<file path="config.mk">
export PLATFORM = sky130hd
export DESIGN_NAME = fight_ctrl
export DESIGN_NICKNAME = d
export VERILOG_FILES = /design/src/rtl/fight_pkg.sv /design/src/rtl/fight_hp_drain.sv /design/src/rtl/fight_ctrl.sv
export SDC_FILE = /design/constraint.sdc
export NUM_CORES = 1
export LEC_CHECK = 0
export BUFFER_PORTS_ARGS = -buffer_cell sky130_fd_sc_hd__buf_2
export CORE_MARGIN = 2
export CORE_UTILIZATION = 45
export CTS_CLUSTER_DIAMETER = 60
export DETAILED_ROUTE_END_ITERATION = 7
export PLACE_DENSITY_LB_ADDON = 0.1
export SLEW_MARGIN = 10
export SYNTH_ARGS = -nofsm -noshare
export SYNTH_HDL_FRONTEND = slang
export SYNTH_SLANG_ARGS = --single-unit
</file>
<file path="constraint.sdc">
create_clock -name clk -period 3.43 [get_ports clk]
set_clock_uncertainty 0.15 [all_clocks]
set_input_delay 1.029 -clock clk [delete_from_list [all_inputs] [get_ports clk]]
set_output_delay 1.029 -clock clk [all_outputs]
set_load 0.03 [all_outputs]
</file>
<file path="src/rtl/fight_pkg.sv">
// Shared fight-scene encodings: state codes, cursor options and skill damage table.
// The renderer imports this package so both sides agree on fight_state values.
package fight_pkg;

   typedef enum logic [2:0] {
      ST_IDLE           = 3'd0,
      ST_MENU           = 3'd1,
      ST_CHOOSING_SKILL = 3'd2,
      ST_ANIM_P1        = 3'd3,
      ST_ANIM_P2        = 3'd4,
      ST_HPRED_P1       = 3'd5,
      ST_HPRED_P2       = 3'd6,
      ST_OVER           = 3'd7
   } fight_state_e;

   localparam logic [3:0] OPT_1 = 4'd1;
   localparam logic [3:0] OPT_2 = 4'd2;
   localparam logic [3:0] OPT_3 = 4'd3;
   localparam logic [3:0] OPT_4 = 4'd4;

   localparam logic [7:0] SKILL_DMG [1:4] = '{8'd20, 8'd30, 8'd10, 8'd40};

   // Out-of-range options deal no damage rather than indexing past the table.
   function automatic logic [7:0] skill_dmg(input logic [3:0] opt);
      logic [7:0] dmg;
      case (opt)
         OPT_1:   dmg = SKILL_DMG[1];
         OPT_2:   dmg = SKILL_DMG[2];
         OPT_3:   dmg = SKILL_DMG[3];
         OPT_4:   dmg = SKILL_DMG[4];
         default: dmg = 8'd0;
      endcase
      return dmg;
   endfunction

endpackage

</file>
<file path="src/rtl/fight_hp_drain.sv">
// HP drain helper: ticks every DRAIN_CYCLES while active, removes one point of HP and
// pending damage per tick, and flags done on the tick where either has reached zero.
module fight_hp_drain
   import fight_pkg::*;
#(
   parameter int DRAIN_CYCLES = 1000000,
   parameter int CNT_W        = 20
) (
   input  logic       clk,
   input  logic       rst,
   input  logic       active,
   input  logic       clr,
   input  logic [7:0] hp,
   input  logic [7:0] pend,
   output logic [7:0] hp_nx,
   output logic [7:0] pend_nx,
   output logic       done
);

   logic [CNT_W-1:0] cnt;
   logic             tick;
   logic             dec;

   assign tick    = active && (cnt == CNT_W'(DRAIN_CYCLES - 1));
   assign done    = tick && ((pend == 8'd0) || (hp == 8'd0));
   assign dec     = tick && !done;
   assign hp_nx   = dec ? hp - 8'd1 : hp;
   assign pend_nx = dec ? pend - 8'd1 : pend;

   always_ff @(posedge clk) begin
      if (rst || clr || !active || tick) begin
         cnt <= '0;
      end else begin
         cnt <= cnt + 1'b1;
      end
   end

endmodule

</file>
<file path="src/rtl/fight_ctrl.sv">
// Battle-phase controller: turns one-pulse keys into fight_state, cursor and HP for the renderer.
// Define FIGHT_CTRL_LFSR_EN to draw enemy damage from an 8-bit LFSR instead of ENEMY_DMG.
module fight_ctrl
   import fight_pkg::*;
#(
   parameter int HP_MAX       = 200,
   parameter int ANIM_CYCLES  = 25000000,
   parameter int DRAIN_CYCLES = 1000000,
   parameter int ENEMY_DMG    = 25
) (
   input  logic       clk,
   input  logic       rst,
   input  logic       fight_start,
   input  logic       key_up,
   input  logic       key_down,
   input  logic       key_left,
   input  logic       key_right,
   input  logic       key_enter,
   input  logic       key_back,
   output logic [5:0] fight_state,
   output logic [3:0] option_state,
   output logic [7:0] p1_cur_hp,
   output logic [7:0] p2_cur_hp,
   output logic       fight_over,
   output logic       winner
);

   localparam int CNT_MAX = (ANIM_CYCLES > DRAIN_CYCLES) ? ANIM_CYCLES : DRAIN_CYCLES;
   localparam int CNT_W   = (CNT_MAX > 1) ? $clog2(CNT_MAX) : 1;
   localparam logic [7:0] HP_INIT = 8'(HP_MAX);

   fight_state_e     state, state_nx;
   logic [3:0]       opt, opt_nx;
   logic [7:0]       p1_hp, p1_hp_nx;
   logic [7:0]       p2_hp, p2_hp_nx;
   logic [7:0]       pend, pend_nx;
   logic             winner_r, winner_nx;
   logic             over_r;
   logic [CNT_W-1:0] anim_cnt;
   logic             anim_done;
   logic             in_anim;
   logic             drain_active;
   logic             drain_clr;
   logic             drain_done;
   logic [7:0]       tgt_hp;
   logic [7:0]       tgt_hp_nx;
   logic [7:0]       drain_pend_nx;
   logic [7:0]       enemy_dmg;

   // 2x2 grid: one move per cycle, clamped at the edges.
   function automatic logic [3:0] move_cursor(input logic [3:0] o, input logic up,
                                              input logic dn, input logic lf, input logic rt);
      logic [3:0] r;
      r = o;
      if (up) begin
         if (o == OPT_3 || o == OPT_4) r = o - 4'd2;
      end else if (dn) begin
         if (o == OPT_1 || o == OPT_2) r = o + 4'd2;
      end else if (lf) begin
         if (o == OPT_2 || o == OPT_4) r = o - 4'd1;
      end else if (rt) begin
         if (o == OPT_1 || o == OPT_3) r = o + 4'd1;
      end
      return r;
   endfunction

`ifdef FIGHT_CTRL_LFSR_EN
   logic [7:0] lfsr;

   always_ff @(posedge clk) begin
      if (rst) begin
         lfsr <= 8'hA5;
      end else begin
         lfsr <= {lfsr[6:0], lfsr[7] ^ lfsr[5] ^ lfsr[4] ^ lfsr[3]};
      end
   end

   assign enemy_dmg = skill_dmg({2'b00, lfsr[1:0]} + 4'd1);
`else
   assign enemy_dmg = 8'(ENEMY_DMG);
`endif

   assign in_anim      = (state == ST_ANIM_P1) || (state == ST_ANIM_P2);
   assign anim_done    = (anim_cnt == CNT_W'(ANIM_CYCLES - 1));
   assign drain_active = (state == ST_HPRED_P1) || (state == ST_HPRED_P2);
   assign tgt_hp       = (state == ST_HPRED_P1) ? p1_hp : p2_hp;
   assign drain_clr    = (state_nx != state) || fight_start;

   fight_hp_drain #(
      .DRAIN_CYCLES (DRAIN_CYCLES),
      .CNT_W        (CNT_W)
   ) u_drain (
      .clk     (clk),
      .rst     (rst),
      .active  (drain_active),
      .clr     (drain_clr),
      .hp      (tgt_hp),
      .pend    (pend),
      .hp_nx   (tgt_hp_nx),
      .pend_nx (drain_pend_nx),
      .done    (drain_done)
   );

   always_comb begin
      state_nx  = state;
      opt_nx    = opt;
      p1_hp_nx  = p1_hp;
      p2_hp_nx  = p2_hp;
      pend_nx   = pend;
      winner_nx = winner_r;
      if (fight_start) begin
         state_nx = ST_MENU;
         opt_nx   = OPT_1;
         p1_hp_nx = HP_INIT;
         p2_hp_nx = HP_INIT;
      end else begin
         case (state)
            ST_MENU: begin
               // Enter and back consume the cycle even when they have no effect here.
               if (key_enter) begin
                  if (opt == OPT_1) begin
                     state_nx = ST_CHOOSING_SKILL;
                     opt_nx   = OPT_1;
                  end
               end else if (!key_back) begin
                  opt_nx = move_cursor(opt, key_up, key_down, key_left, key_right);
               end
            end
            ST_CHOOSING_SKILL: begin
               if (key_enter) begin
                  pend_nx  = skill_dmg(opt);
                  state_nx = ST_ANIM_P1;
               end else if (key_back) begin
                  state_nx = ST_MENU;
                  opt_nx   = OPT_1;
               end else begin
                  opt_nx = move_cursor(opt, key_up, key_down, key_left, key_right);
               end
            end
            ST_ANIM_P1: if (anim_done) state_nx = ST_HPRED_P2;
            ST_ANIM_P2: if (anim_done) state_nx = ST_HPRED_P1;
            ST_HPRED_P2: begin
               p2_hp_nx = tgt_hp_nx;
               pend_nx  = drain_pend_nx;
               if (drain_done) begin
                  if (p2_hp == 8'd0) begin
                     state_nx  = ST_OVER;
                     winner_nx = 1'b0;
                  end else begin
                     state_nx = ST_ANIM_P2;
                     pend_nx  = enemy_dmg;
                  end
               end
            end
            ST_HPRED_P1: begin
               p1_hp_nx = tgt_hp_nx;
               pend_nx  = drain_pend_nx;
               if (drain_done) begin
                  if (p1_hp == 8'd0) begin
                     state_nx  = ST_OVER;
                     winner_nx = 1'b1;
                  end else begin
                     state_nx = ST_MENU;
                     opt_nx   = OPT_1;
                  end
               end
            end
            default: ;
         endcase
      end
   end

   always_ff @(posedge clk) begin
      if (rst) begin
         state    <= ST_IDLE;
         opt      <= OPT_1;
         p1_hp    <= HP_INIT;
         p2_hp    <= HP_INIT;
         pend     <= 8'd0;
         winner_r <= 1'b0;
         over_r   <= 1'b0;
         anim_cnt <= '0;
      end else begin
         state    <= state_nx;
         opt      <= opt_nx;
         p1_hp    <= p1_hp_nx;
         p2_hp    <= p2_hp_nx;
         pend     <= pend_nx;
         winner_r <= winner_nx;
         over_r   <= (state_nx == ST_OVER);
         if (drain_clr) begin
            anim_cnt <= '0;
         end else if (in_anim) begin
            anim_cnt <= anim_cnt + 1'b1;
         end
      end
   end

   assign fight_state  = {3'b000, state};
   assign option_state = opt;
   assign p1_cur_hp    = p1_hp;
   assign p2_cur_hp    = p2_hp;
   assign fight_over   = over_r;
   assign winner       = winner_r;

endmodule
</file>
After elaboration in Yosys (flattened, before gate mapping)
Index checks and enable logic that the tools add are counted.
{"block": "word_totals", "reg_bits": 83, "input_bits": 9, "output_inout_bits": 28, "wordCells": 110}
{"block": "classes", "addsub": 8, "n_eq_ne": 23, "n_mux": 41, "bitwise_logic": 1, "n_reduce_logical": 28}
{"operator": "4-bit two-way mux", "count": 15}
{"operator": "25-bit by 1-bit adder with 25-bit output (second input constant)", "count": 2}
{"operator": "8-bit two-way mux", "count": 6}
{"operator": "8-bit logical NOT", "count": 4}
{"operator": "3-bit two-way mux", "count": 10}
{"operator": "25-bit by 20-bit == test with 1-bit output (second input constant)", "count": 1}
{"operator": "25-bit == test (second input constant)", "count": 1}
{"operator": "6-bit one-hot mux with 4 select lines", "count": 1}
{"operator": "8-bit one-hot mux with 3 select lines", "count": 1}
{"operator": "3-bit one-hot mux with 6 select lines", "count": 1}
{"operator": "8-bit by 1-bit subtractor with 8-bit output (second input constant)", "count": 2}
{"operator": "3-bit == test (second input constant)", "count": 4}
{"operator": "4-bit one-hot mux with 3 select lines", "count": 1}
{"operator": "6-bit AND reduction", "count": 2}
{"operator": "1-bit logical OR", "count": 11}
{"operator": "4-bit by 2-bit == test with 1-bit output (second input constant)", "count": 2}
{"operator": "2-bit by 1-bit != test with 1-bit output (second input constant)", "count": 4}
{"operator": "3-bit by 2-bit == test with 1-bit output (second input constant)", "count": 2}
{"operator": "2-bit != test (second input constant)", "count": 3}
{"operator": "3-bit != test (second input constant)", "count": 2}
{"operator": "3-bit nonzero test", "count": 2}
{"operator": "4-bit by 1-bit adder with 4-bit output (second input constant)", "count": 1}
{"operator": "4-bit by 2-bit adder with 4-bit output (second input constant)", "count": 1}
{"operator": "4-bit by 1-bit == test with 1-bit output (second input constant)", "count": 1}
{"operator": "other kinds (14)", "count": 21}

Logic depth before layout (Yosys ltp)
{"block": "logic_depth", "word_depth": 13, "depth_mapped": 13, "mapped_depth_nobuf": 10}

Modules after synthesis
A second synthesis with hierarchy kept.
{"block": "unflattened", "cells_unflattened": 613, "hier_area_um2": 4916.0}
{"module": "fight_ctrl", "instances": 1, "cells_each": 421, "area_per_inst_um2": 3360.7, "seq_area_each_um2": 1161.1}
{"module": "fight_hp_drain", "instances": 1, "cells_each": 192, "area_per_inst_um2": 1555.2, "seq_area_each_um2": 500.5}

Worst setup path after synthesis
No wires, ideal clock.
{"block": "synth_path", "kind": "register -> register", "from": "reg state[0]", "to": "reg pend[1]", "setup_time_ps": 129, "arrival_ps": 3007, "required_ps": 3151, "setup_slack_ps": 144, "path_stages_with_launch": 12, "path_buffers": 2, "synth_period_minus_slack_ps": 3286, "cell_sequence": "dfxtp_1 > and3b_1 > clkbuf_1 > mux2i_1 > ha_1 > nand2b_1 > or4_4 > and3_1 > buf_6 > or3_4 > a31oi_1 > o31ai_1"}
{"block": "synth_via", "elab_chain_cells": 11, "word_cells_on_any_way": 18, "cone_classes": "eq/ne: 4; mux: 5; reduce/logical: 9"}
{"item": "from (decl)", "line_no": "fight_ctrl.sv:32", "source": "fight_state_e state, state_nx;"}
{"item": "from (signal assigned)", "line_no": "fight_ctrl.sv:184", "source": "state <= state_nx;"}
{"item": "3-bit == test", "line_no": "fight_ctrl.sv:85, fight_ctrl.sv:86, fight_ctrl.sv:117"}
{"item": "8-bit two-way mux", "line_no": "fight_ctrl.sv:86", "source": "assign tgt_hp = (state == ST_HPRED_P1) ? p1_hp : p2_hp;"}
{"item": "8-bit logical NOT", "line_no": "fight_hp_drain.sv:25", "source": "assign done = tick && ((pend == 8'd0) || (hp == 8'd0));"}
{"item": "1-bit logical OR", "line_no": "fight_hp_drain.sv:25"}
{"item": "1-bit logical AND", "line_no": "fight_hp_drain.sv:25"}
{"item": "1-bit logical NOT", "line_no": "fight_hp_drain.sv:26", "source": "assign dec = tick && !done;"}
{"item": "1-bit logical AND", "line_no": "fight_hp_drain.sv:26"}
{"item": "8-bit two-way mux", "line_no": "fight_hp_drain.sv:28", "source": "assign pend_nx = dec ? pend - 8'd1 : pend;"}
{"item": "8-bit two-way mux", "line_no": "fight_ctrl.sv:146", "source": "if (p2_hp == 8'd0) begin"}
{"item": "8-bit two-way mux", "line_no": "fight_ctrl.sv:145", "source": "if (drain_done) begin"}
{"item": "8-bit one-hot mux with 3 select lines", "line_no": "fight_ctrl.sv:117", "source": "case (state)"}
{"item": "to (signal assigned)", "line_no": "fight_ctrl.sv:188", "source": "pend <= pend_nx;"}
{"item": "to (decl)", "line_no": "fight_ctrl.sv:36", "source": "logic [7:0] pend, pend_nx;"}
Several ways; a longest one is shown, not always the timed one.
A chain may end at the register's enable or synchronous reset.

Worst setup path in the final report
{"block": "layout_path", "from": "reg state[1]", "to": "reg anim_cnt[21]"}
{"block": "layout_via", "elab_chain_cells": 11, "word_cells_on_any_way": 26, "cone_classes": "eq/ne: 7; mux: 11; reduce/logical: 8"}
{"item": "3-bit == test", "line_no": "fight_ctrl.sv:85, fight_ctrl.sv:86, fight_ctrl.sv:117"}
{"item": "8-bit two-way mux", "line_no": "fight_ctrl.sv:86"}
{"item": "8-bit logical NOT", "line_no": "fight_hp_drain.sv:25"}
{"item": "1-bit logical OR", "line_no": "fight_hp_drain.sv:25"}
{"item": "1-bit logical AND", "line_no": "fight_hp_drain.sv:25"}
{"item": "3-bit two-way mux, on equally long branches", "line_no": "fight_ctrl.sv:158, fight_ctrl.sv:145"}
{"item": "3-bit one-hot mux with 6 select lines", "line_no": "fight_ctrl.sv:117"}
{"item": "3-bit two-way mux", "line_no": "fight_ctrl.sv:111", "source": "if (fight_start) begin"}
{"item": "3-bit != test", "line_no": "fight_ctrl.sv:87", "source": "assign drain_clr = (state_nx != state) || fight_start;"}
{"item": "1-bit logical OR", "line_no": "fight_ctrl.sv:87"}
{"item": "2-bit OR reduction (no source line)"}
{"item": "to (signal assigned)", "line_no": "fight_ctrl.sv:194", "source": "anim_cnt <= anim_cnt + 1'b1;"}
{"item": "to (decl)", "line_no": "fight_ctrl.sv:39", "source": "logic [CNT_W-1:0] anim_cnt;"}
Several ways; a longest one is shown, not always the timed one.

==> qor.txt <==
Worst vdd ir = 0.177 mV
DIE AREA = 11,100 µm²
Total leakage power = 1.79 nW
Layout cells sized above 1 = 11.4%
Initial Util = 45.5%
Seq/Total Area, Yosys = 35.8%
GPL Wtd Cong = 0.849
Design area = 5140 µm²
Max clock buf depth = 2
TNS Setup = 0 ns
Number of synthesized flops with an enable pin = 0
Outcome = finished, final reports clean
HP Class = register to register
Layout Nets = 629
Root Driver = clkbuf_8
Worst Max-Slew Pin Slew = 0.792 ns
Crit-path slowest cell = or4_4
Largest family of logic cells by synthesized area = simple AND/OR/NAND/NOR gates
Mapped Cells = 578
Initial DRC Count = 259
FF-to-FF End = anim_cnt[21]
IO Port Bufs = 33
Post-CTS Hold Buffers = 0
Vias = 4,137
CP endpoint kind = register
Die W = 106 µm
Setup crit end = anim_cnt[21]
First-pass GRT wire length = 18,800 µm
Post-synth top area share = 35.8%
Post-Route WL = 11,100 µm
CP cell instances = and3b_1, mux2i_1, ha_1, nand2b_1, or4_4, nand3_2, nand2_1, nor3_1, o32a_1, buf_4, nor3b_1
Grt ovf = 0
#FFs+latches synth = 83
Mapped Area = 4640 µm²
Dominant cell type by area after synthesis = dfxtp_1
CP arrival = 3.26 ns
Clk sink count = 83
CTS tree = built
RSZ-0062 raised after global routing = no
Fin crit share = 92.7%
Most frequent cell after synthesis = dfxtp_1
Adder-cell area share of the yosys netlist = 2.97%
Antenna-violating nets left = 0
Yosys Warn Count = 0
Cell Pwr Density = 356 nW/µm²
Io pins = 37
Initial antenna violation count = 0
Ys flop type = dfxtp_1
Crit. path cell count = 11
DRT Pass-1 Iters = 5
Hold Vio Cnt, Final = 0
Setup crit start = state[1]
Area after DPL = 4930 µm²
Largest stage delay, worst path = 0.42 ns
Worst path bufs/invs = 1
Worst path required time = 3.51 ns
Largest net degree at the start of global routing = 26
Final setup fails = 0
Compound-Gate Fraction of Synth Area = 11.1%
Post-cts gate resize count = 0
Final Power = 1.83 mW
Yosys cell types = 62
Largest cells by area after synthesis = dfxtp_1 (36%), nor2_1 (6.3%), xor2_1 (6.2%)
Post-Syn Area per Cell = 8.02 µm²
GRT Overall Usage = 20.7%
Number of setup buffers added after CTS = 0
Area Growth Syn to Fin = 10.8%
Slew margin rel. = 46.7%
R2R Path Start = state[1]
CTS Buf Count = 9
Vias/cell = 5.52
Startpoint Class = register
Reg2reg path depth = 11
Vias in the first global route = 3,761
Final min period = 3.18 ns
Multiplexer share of the synthesized area = 1.11%
Row count = 37
Wire per inst = 14.8 µm
Simple-gate share of the synthesized area = 32.7%
Diodes inserted = 0
Die H = 106 µm
# DRC = 0
CORE AREA = 10,200 µm²
Clk_lat worst skew = 0.36 ns
Worst-path fanout max = 25
Setup slack, reg-to-reg = 0.25 ns
CP Class = register to register
Hold depth = 1
H-tree levels = 3
Fmax = 315 MHz
Max_cap viols = 0
Commonest cells post-synth = dfxtp_1 (83), nor2_1 (78), nand2_1 (51)
Final slew viol count = 0
Register clock-pin slew on the reported worst setup and hold paths = 0.09 ns
Dpl hpwl = 8060 µm
Critical path's top delay family = simple AND/OR/NAND/NOR gates
Post-Synth XOR/XNOR Area = 12.3%
Asr flop ratio synth = 0%
## metal layers
layer	GRT usage, %	routed length (µm)	vias up
li1	-	-	2113
met1	30.5	5580	1927
met2	30.4	4840	86
met3	4.39	522	11
met4	5.45	128	0
met5	0	0	-
## area by class of cell
class | instances | area, µm²
fillers | 1021 | 5040
multi-input cells | 457 | 2800
flip-flops and latches | 83 | 1660
repair buffers | 44 | 248
well taps | 136 | 170
clock buffers | 9 | 124
clock inverters | 7 | 81.3
inverters | 14 | 52.6
## flip-flops by register name (all words and copies together) (netlist names), 3 cells and up
register,flops
anim_cnt,25
u_drain.cnt,25
p1_cur_hp,8
p2_cur_hp,8
pend,8
option_state,4
state,3
## logic make-up after synthesis
group	after synthesis
adder cells (fa/ha/maj)	11
AO/OA/AOI/OAI	80
other	1
XOR/XNOR	65
buffers and inverters	40
flip-flops	83
AND/OR/NAND/NOR	293
multiplexers	5
## stage by stage
step | util (%) | setup WS [ns] | std cells | hold slack [ns]
5_1_grt | 50.5 | 0.0302 | 750 | 0.352
3_3_place_gp | 48.5 | 0.449 | 734 | 0.293
6_report | 50.5 | 0.252 | 750 | 0.326
4_1_cts | 50.5 | 0.255 | 750 | 0.327
2_1_floorplan | - | 0.144 | 580 | 0.280
3_5_place_dp | 48.5 | 0.287 | 734 | 0.304
## worst min path at each step
stage,start,end,slack [ns]
5_1_grt,u_drain.cnt[0],u_drain.cnt[0],0.35
3_3_place_gp,u_drain.cnt[0],u_drain.cnt[0],0.29
4_1_cts,u_drain.cnt[0],u_drain.cnt[0],0.33
6_report,u_drain.cnt[0],u_drain.cnt[0],0.33
3_5_place_dp,u_drain.cnt[0],u_drain.cnt[0],0.30
2_1_floorplan,u_drain.cnt[0],u_drain.cnt[0],0.28
## layout by cell type, fill, tap and decap left out, types with 4 or more instances in the layout
cell type  Yosys  routed
nor3b_1        7       7
o211ai_1       4       4
nand4_1       16      16
inv_1         14      14
ha_1          11      11
dfxtp_1       83      83
or4_1          4       4
nor2_1        78      78
buf_4          6      11
and3b_1        4       4
nor4b_1        5       5
o21ai_0       17      17
nand2b_1       7       7
clkbuf_8       0       9
mux2i_1        4       4
nand2_1       51      51
a21oi_1       23      23
buf_2          1      33
nand3_1       28      28
nor2b_1        7       7
xnor2_1       32      32
a211oi_1       9       9
nor3_1        36      36
nor4_1        14      14
and3_1        15      15
xor2_1        33      33
## worst register-to-register path, delay by kind of cell (launching register included)
family / cells / cell delay, ns
simple gates: 7 / 1.49
mux: 1 / 0.36
flops: 1 / 0.32
buf+inv: 1 / 0.27
fa+ha+maj: 1 / 0.26
compound gates: 1 / 0.21
## where the power goes
group          total, mW  internal [mW]  switching [mW]
logic              0.124         0.0389          0.0847
registers          0.969          0.966         0.00358
clock network      0.738          0.349           0.388
Power figures use the tool's default switching activity.
